## config.mk

```make
export PLATFORM = sky130hd
export DESIGN_NAME = rvvi_net_event_sched
export DESIGN_NICKNAME = d
export VERILOG_FILES = /design/src/rtl/rvvi_net_event_sched_pkg.sv /design/src/rtl/rvvi_net_event_sched_rr_arbiter.sv /design/src/rtl/rvvi_net_event_sched.sv
export SDC_FILE = /design/constraint.sdc
export NUM_CORES = 2
export LEC_CHECK = 0
export ABC_AREA = 0
export CORE_UTILIZATION = 33
export DETAILED_ROUTE_END_ITERATION = 16
export DONT_BUFFER_PORTS = 1
export GPL_TIMING_DRIVEN = 0
export PLACE_DENSITY = 0.56
export SKIP_CTS_REPAIR_TIMING = 1
export SYNTH_ARGS = -nofsm -noshare
export SYNTH_HDL_FRONTEND = slang
export SYNTH_HIERARCHICAL = 1
export SYNTH_SLANG_ARGS = --single-unit
```

## constraint.sdc

```tcl
create_clock -name clk -period 12.1 [get_ports clk]
set_input_delay 3.025 -clock clk [delete_from_list [all_inputs] [get_ports clk]]
set_output_delay 3.025 -clock clk [all_outputs]
set_load 0.005 [all_outputs]
```

## src/rtl/rvvi_net_event_sched_pkg.sv

```systemverilog
// Shared types and default widths for the RVVI net-change event scheduler.
package rvvi_net_event_sched_pkg;

    localparam int RVVI_NET_ID_W   = 6;
    localparam int RVVI_NET_VAL_W  = 32;
    localparam int RVVI_NET_SLOT_W = 32;

    typedef struct packed {
        logic [RVVI_NET_ID_W-1:0]   id;
        logic [RVVI_NET_VAL_W-1:0]  value;
        logic [RVVI_NET_SLOT_W-1:0] slot;
    } rvvi_net_evt_t;

endpackage

```

## src/rtl/rvvi_net_event_sched_rr_arbiter.sv

```systemverilog
// Rotating-priority arbiter: one-hot grant, search starts just after the last
// accepted winner; the pointer only moves when the grant is actually taken.
module rvvi_rr_arbiter #(
    parameter int NREQ = 4
) (
    input  logic            clk,
    input  logic            rst_n,
    input  logic [NREQ-1:0] req,
    input  logic            adv,
    output logic [NREQ-1:0] gnt
);

    localparam int IDX_W = (NREQ > 1) ? $clog2(NREQ) : 1;

    logic [IDX_W-1:0] ptr;
    logic [IDX_W-1:0] win;
    logic             found;

    always_comb begin
        gnt   = '0;
        win   = ptr;
        found = 1'b0;
        for (int k = 0; k < NREQ; k++) begin
            if (!found && req[(int'(ptr) + k) % NREQ]) begin
                gnt[(int'(ptr) + k) % NREQ] = 1'b1;
                win   = IDX_W'((int'(ptr) + k) % NREQ);
                found = 1'b1;
            end
        end
    end

    always_ff @(posedge clk or negedge rst_n) begin
        if (!rst_n)
            ptr <= '0;
        else if (adv && found)
            ptr <= (win == IDX_W'(NREQ - 1)) ? '0 : win + IDX_W'(1);
    end

endmodule

```

## src/rtl/rvvi_net_event_sched.sv

```systemverilog
// RVVI net-change event scheduler: RR arbitration into an ordered FIFO with
// time-slot stamping, a registered pop head, and a per-net committed-value table.
module rvvi_net_event_sched
    import rvvi_net_event_sched_pkg::*;
#(
    parameter int NREQ   = 4,
    parameter int ID_W   = RVVI_NET_ID_W,
    parameter int VAL_W  = RVVI_NET_VAL_W,
    parameter int DEPTH  = 16,
    parameter int SLOT_W = RVVI_NET_SLOT_W
) (
    input  logic                    clk,
    input  logic                    rst_n,
    input  logic [NREQ-1:0]         req_valid,
    output logic [NREQ-1:0]         req_ready,
    input  logic [NREQ*ID_W-1:0]    req_id,
    input  logic [NREQ*VAL_W-1:0]   req_value,
    input  logic                    slot_tick,
    output logic                    pop_valid,
    input  logic                    pop_ready,
    output logic [ID_W-1:0]         pop_id,
    output logic [VAL_W-1:0]        pop_value,
    output logic [SLOT_W-1:0]       pop_slot,
    output logic [$clog2(DEPTH):0]  count,
    input  logic [ID_W-1:0]         qry_id,
    output logic [VAL_W-1:0]        qry_value
);

    localparam int PTR_W = $clog2(DEPTH);
    localparam int CNT_W = PTR_W + 1;
    localparam int NIDS  = 2**ID_W;

    typedef struct packed {
        logic [ID_W-1:0]   id;
        logic [VAL_W-1:0]  value;
        logic [SLOT_W-1:0] slot;
    } evt_t;

    evt_t              mem [DEPTH];
    evt_t              head_q;
    evt_t              push_evt;
    logic [PTR_W-1:0]  wr_ptr, rd_ptr, rd_nxt;
    logic [CNT_W-1:0]  cnt_q;
    logic [SLOT_W-1:0] vslot, slot_nxt;
    logic              tick_pend;
    logic [VAL_W-1:0]  shadow [NIDS];
    logic [NREQ-1:0]   gnt;
    logic              full, pop_fire, can_push, push;

    assign full      = (cnt_q == CNT_W'(DEPTH));
    assign pop_valid = (cnt_q != '0);
    assign pop_fire  = pop_valid && pop_ready;
    // Reset gating keeps ready low for the whole time rst_n is held.
    assign can_push  = rst_n && (!full || pop_fire);
    assign push      = can_push && (|req_valid);
    assign req_ready = gnt & {NREQ{can_push}};
    assign slot_nxt  = vslot + SLOT_W'(tick_pend | slot_tick);
    assign rd_nxt    = rd_ptr + PTR_W'(pop_fire);

    rvvi_rr_arbiter #(.NREQ(NREQ)) u_arb (
        .clk   (clk),
        .rst_n (rst_n),
        .req   (req_valid),
        .adv   (push),
        .gnt   (gnt)
    );

    always_comb begin
        push_evt = '0;
        for (int i = 0; i < NREQ; i++) begin
            if (gnt[i]) begin
                push_evt.id    = req_id[i*ID_W +: ID_W];
                push_evt.value = req_value[i*VAL_W +: VAL_W];
            end
        end
        push_evt.slot = slot_nxt;
    end

    always_ff @(posedge clk) begin
        if (push)
            mem[wr_ptr] <= push_evt;
    end

    always_ff @(posedge clk or negedge rst_n) begin
        if (!rst_n) begin
            wr_ptr    <= '0;
            rd_ptr    <= '0;
            cnt_q     <= '0;
            head_q    <= '0;
            vslot     <= '0;
            tick_pend <= 1'b0;
        end else begin
            rd_ptr <= rd_nxt;
            if (push)
                wr_ptr <= wr_ptr + PTR_W'(1);
            cnt_q <= cnt_q + CNT_W'(push) - CNT_W'(pop_fire);
            // A push landing on the next head slot bypasses the memory.
            head_q <= (push && (wr_ptr == rd_nxt)) ? push_evt : mem[rd_nxt];
            if (push) begin
                vslot     <= slot_nxt;
                tick_pend <= 1'b0;
            end else begin
                tick_pend <= tick_pend | slot_tick;
            end
        end
    end

    always_ff @(posedge clk or negedge rst_n) begin
        if (!rst_n) begin
            for (int i = 0; i < NIDS; i++)
                shadow[i] <= '0;
        end else if (pop_fire) begin
            shadow[head_q.id] <= head_q.value;
        end
    end

    assign qry_value = shadow[qry_id];
    assign pop_id    = head_q.id;
    assign pop_value = head_q.value;
    assign pop_slot  = head_q.slot;
    assign count     = cnt_q;

endmodule

```

==> impl_metrics.ini <==
[outcome]
status = complete, but fails checks
violations = max-capacitance violations, max-slew violations

[clock_network]
cts_buffer_depth = 4
path_clk_slew_ns = 0.06
cts_made_buffers = 357
cts_sinks = 3286
insertion_delay_ns = 1.00
root_buffer = clkbuf_16
htree_levels = 5
tritoncts = built

[setup_path]
crit_type = input pin to primary output
critPathRequiredTime_ns = 9.07
startpoint_type = input pin
slowest_stage = nor4_1
cpPeakStageDelay_ns = 1.29
arrival_ns = 7.99
worstPathCellList = buf_2 > buf_2 > buf_2 > nand3b_1 > clkbuf_1 > o22ai_1 > nor4_1 > nor2_1 > a21oi_1
cp-end-kind = primary output
reg2reg_depth = 13
crit_top_cell = buf_2
worstPathMaxFanout = 10

[yosys]
ys_top_cells_by_area = dfrtp_1 38%, edfxtp_1 24%, mux2_2 17%, mux4_2 14%, buf_2 1.0%
synth_cell_types = 61
synth_top_area_share = 0.384
synth_ff_type = dfrtp_1
synth.largest_area_cell = dfrtp_1
synth-seq-cells = 3286
ys_async_sr_fraction = 0.659
syn_inst = 8064
avgSynthCellArea_um2 = 17.5
synth_edf_count = 1120
syn-num-nets = 8251
synth_warnings = 6
synth_area_mm2 = 0.141
yosysSeqAreaShare = 0.622

[sta]
worst_slew_pin_slew_ns = 1.55
clock.fmax_ghz = 0.0908
finalHoldViolations = 0
rsz0062_at_grt = false
finClkSkew_ns = 0.115
relSlewSlack = -0.0431
setup_viol = 0
maxSlewViolCount = 9
finalCritPeriodShare = 0.910
period_minus_slack_ns = 11.01

[floorplan]
num_rows = 239
dieArea_mm2 = 0.431
die_h_um = 656
start_util = 0.333
ios = 278
fp.coreArea_mm2 = 0.425
die_x_um = 656

[placement]
port_buffers = 0
place_congestion = 0.948
placed_cell_area_mm2 = 0.151
dp.final_hpwl_um = 340000

[power_and_ir_drop]
clkPwrFrac = 0.254
intPower_w = 0.0286
power_switching_w = 0.0146
p_total_w = 0.0432
irDropWorstVdd_v = 0.000410
switching_share = 0.338
power_density_mw_per_mm2 = 265
leakage_nw = 66.5
seq_power_share = 0.409
power_frac_comb = 0.336

[final_layout]
multi_input_area_mm2 = 0.0504
syn_to_final_growth_pct = 15.3
seqCellArea_mm2 = 0.0878
nets = 8753
final_cell_area_mm2 = 0.163
final_common_cell = dfrtp_1
mostFrequentLayoutCells = 2166 x dfrtp_1, 2105 x mux2_2, 1120 x edfxtp_1
num-fill-cells = 38700
drive_gt1_frac = 0.461

[grt]
overflow = 0
grt_max_degree = 268
grt_first_pass_wirelength_um = 665000
grt_usage = 0.217
antenna_found_initial = 35
grt_pass1_vias = 85100

[detailed_routing]
drtAntennaViolNets = 0
dr.pass1.iters = 7
drc = 0
dr.first_iter.drc_count = 7476
wl_per_cell_um = 32.7
dr_total_vias = 80100
vias_per_cell = 5.50
drt-total-wl_um = 475000

[hold_path]
worstHoldPathType = flop to flop
hold_path_depth = 1

[run]
maxCapViolations = 3
==> worst max-delay path: cells and delay by family <==
family / cells / cell delay (ns)
AOI/OAI and AO/OA: 2 / 1.08
buffers and inverters: 4 / 1.65
and+or+nand+nor: 3 / 2.19
==> cells in the mapped netlist (3+ instances only) <==
cell type	n
a211oi_1	6
a21oi_1	30
a221o_1	13
a221oi_1	42
a22oi_1	18
a31oi_1	9
and2_1	10
and3_1	13
buf_1	63
buf_2	288
buf_4	30
buf_6	15
clkbuf_1	336
dfrtp_1	2166
edfxtp_1	1120
ha_1	20
inv_1	23
mux2_1	32
mux2_2	2105
mux2i_1	93
mux4_2	857
nand2_1	134
nand2b_1	16
nand3_1	18
nand3b_1	8
nand4_1	15
nor2_1	144
nor2_2	4
nor2b_1	15
nor3_1	31
nor3b_1	5
nor4_1	33
o211ai_1	20
o21ai_0	42
o221ai_1	13
o22a_1	9
o22ai_1	115
o31ai_1	39
or2_2	3
or3_1	8
or3b_2	7
xnor2_1	48
xor2_1	24
==> cell type report <==
| cell class | instances | share of cell area |
|---|---|---|
| buffer | 732 | 0.0206 |
| clock buffer | 503 | 0.0621 |
| timing repair buffer | 143 | 0.0146 |
| clock inverter | 144 | 0.00980 |
| tap | 5663 | 0.0435 |
| multi-input combinational | 4022 | 0.309 |
| sequential | 3286 | 0.539 |
| antenna | 28 | 0.000430 |
| inverter | 24 | 0.000553 |
==> logic make-up after synthesis <==
kind of cell / after synthesis / synth area share
muxes: 3087 / 0.313
adders and majority gates: 21 / 0.00191
AOI/OAI and AO/OA: 361 / 0.0178
DFF: 3286 / 0.622
and+or+nand+nor: 480 / 0.0165
xor gates and xnor gates: 73 / 0.00463
buffers and inverters: 756 / 0.0242
==> stage by stage <==
step / cells / setup TNS (ns) / worst slack, ns / hold WS (ns) / utilization
6_report: 14500 / 0 / 1.09 / 0.478 / 0.383
5_1_grt: 14500 / 0 / 1.15 / 0.498 / 0.383
4_1_cts: 14500 / 0 / 1.18 / 0.483 / 0.383
3_5_place_dp: 13900 / 0 / 1.19 / 0.469 / 0.356
3_3_place_gp: 13700 / -4684.16 / -7.96 / 0.462 / 0.349
2_1_floorplan: 8064 / 0 / 2.48 / 0.453 / -
==> power groups by stage <==
stage / logic [W] / clock network [W] / registers [W]
after global routing: 0.0153 / 0.0116 / 0.0180
after detailed placement: 0.0146 / 0 / 0.0179
final: 0.0145 / 0.0110 / 0.0177
after global placement: 0.0134 / 0 / 0.0178
after CTS: 0.0147 / 0.0111 / 0.0177
after floorplan: 0.00907 / 0 / 0.0171
==> path summary, 6_finish.rpt <==
path                                       endpoint                   start  slack, ns
hold reg to reg              shadow[11]$_DFFE_PN0P_  shadow[11]$_DFFE_PN0P_       0.48
max in group asynchronous  shadow[1188]$_DFFE_PN0P_                   rst_n       6.07
hold / removal               shadow[11]$_DFFE_PN0P_  shadow[11]$_DFFE_PN0P_       0.48
setup reg to reg             pop_slot[31]$_DFF_PN0_      count[2]$_DFF_PN0_       5.42
setup / recovery                      qry_value[27]               qry_id[2]       1.09
min in group asynchronous   shadow[115]$_DFFE_PN0P_                   rst_n       1.77
==> flip-flops by register name (all words and copies together) (netlist names) <==
register	cells
count	5
mem	1120
pop_id	6
pop_slot	32
pop_value	32
rd_ptr	4
shadow	2048
tick_pend	1
u_arb/ptr	2
vslot	32
wr_ptr	4
==> layer usage <==
| metal | vias to the layer above | track usage | routed length (um) |
|---|---|---|---|
| met2 | 2830 | 0.356 | 228000 |
| met1 | 44300 | 0.281 | 193000 |
| li1 | 32100 | - | - |
| met4 | 10 | 0.0956 | 23700 |
| met5 | - | 0 | 77 |
| met3 | 809 | 0.0430 | 30200 |
Power figures use the tool's default switching activity.
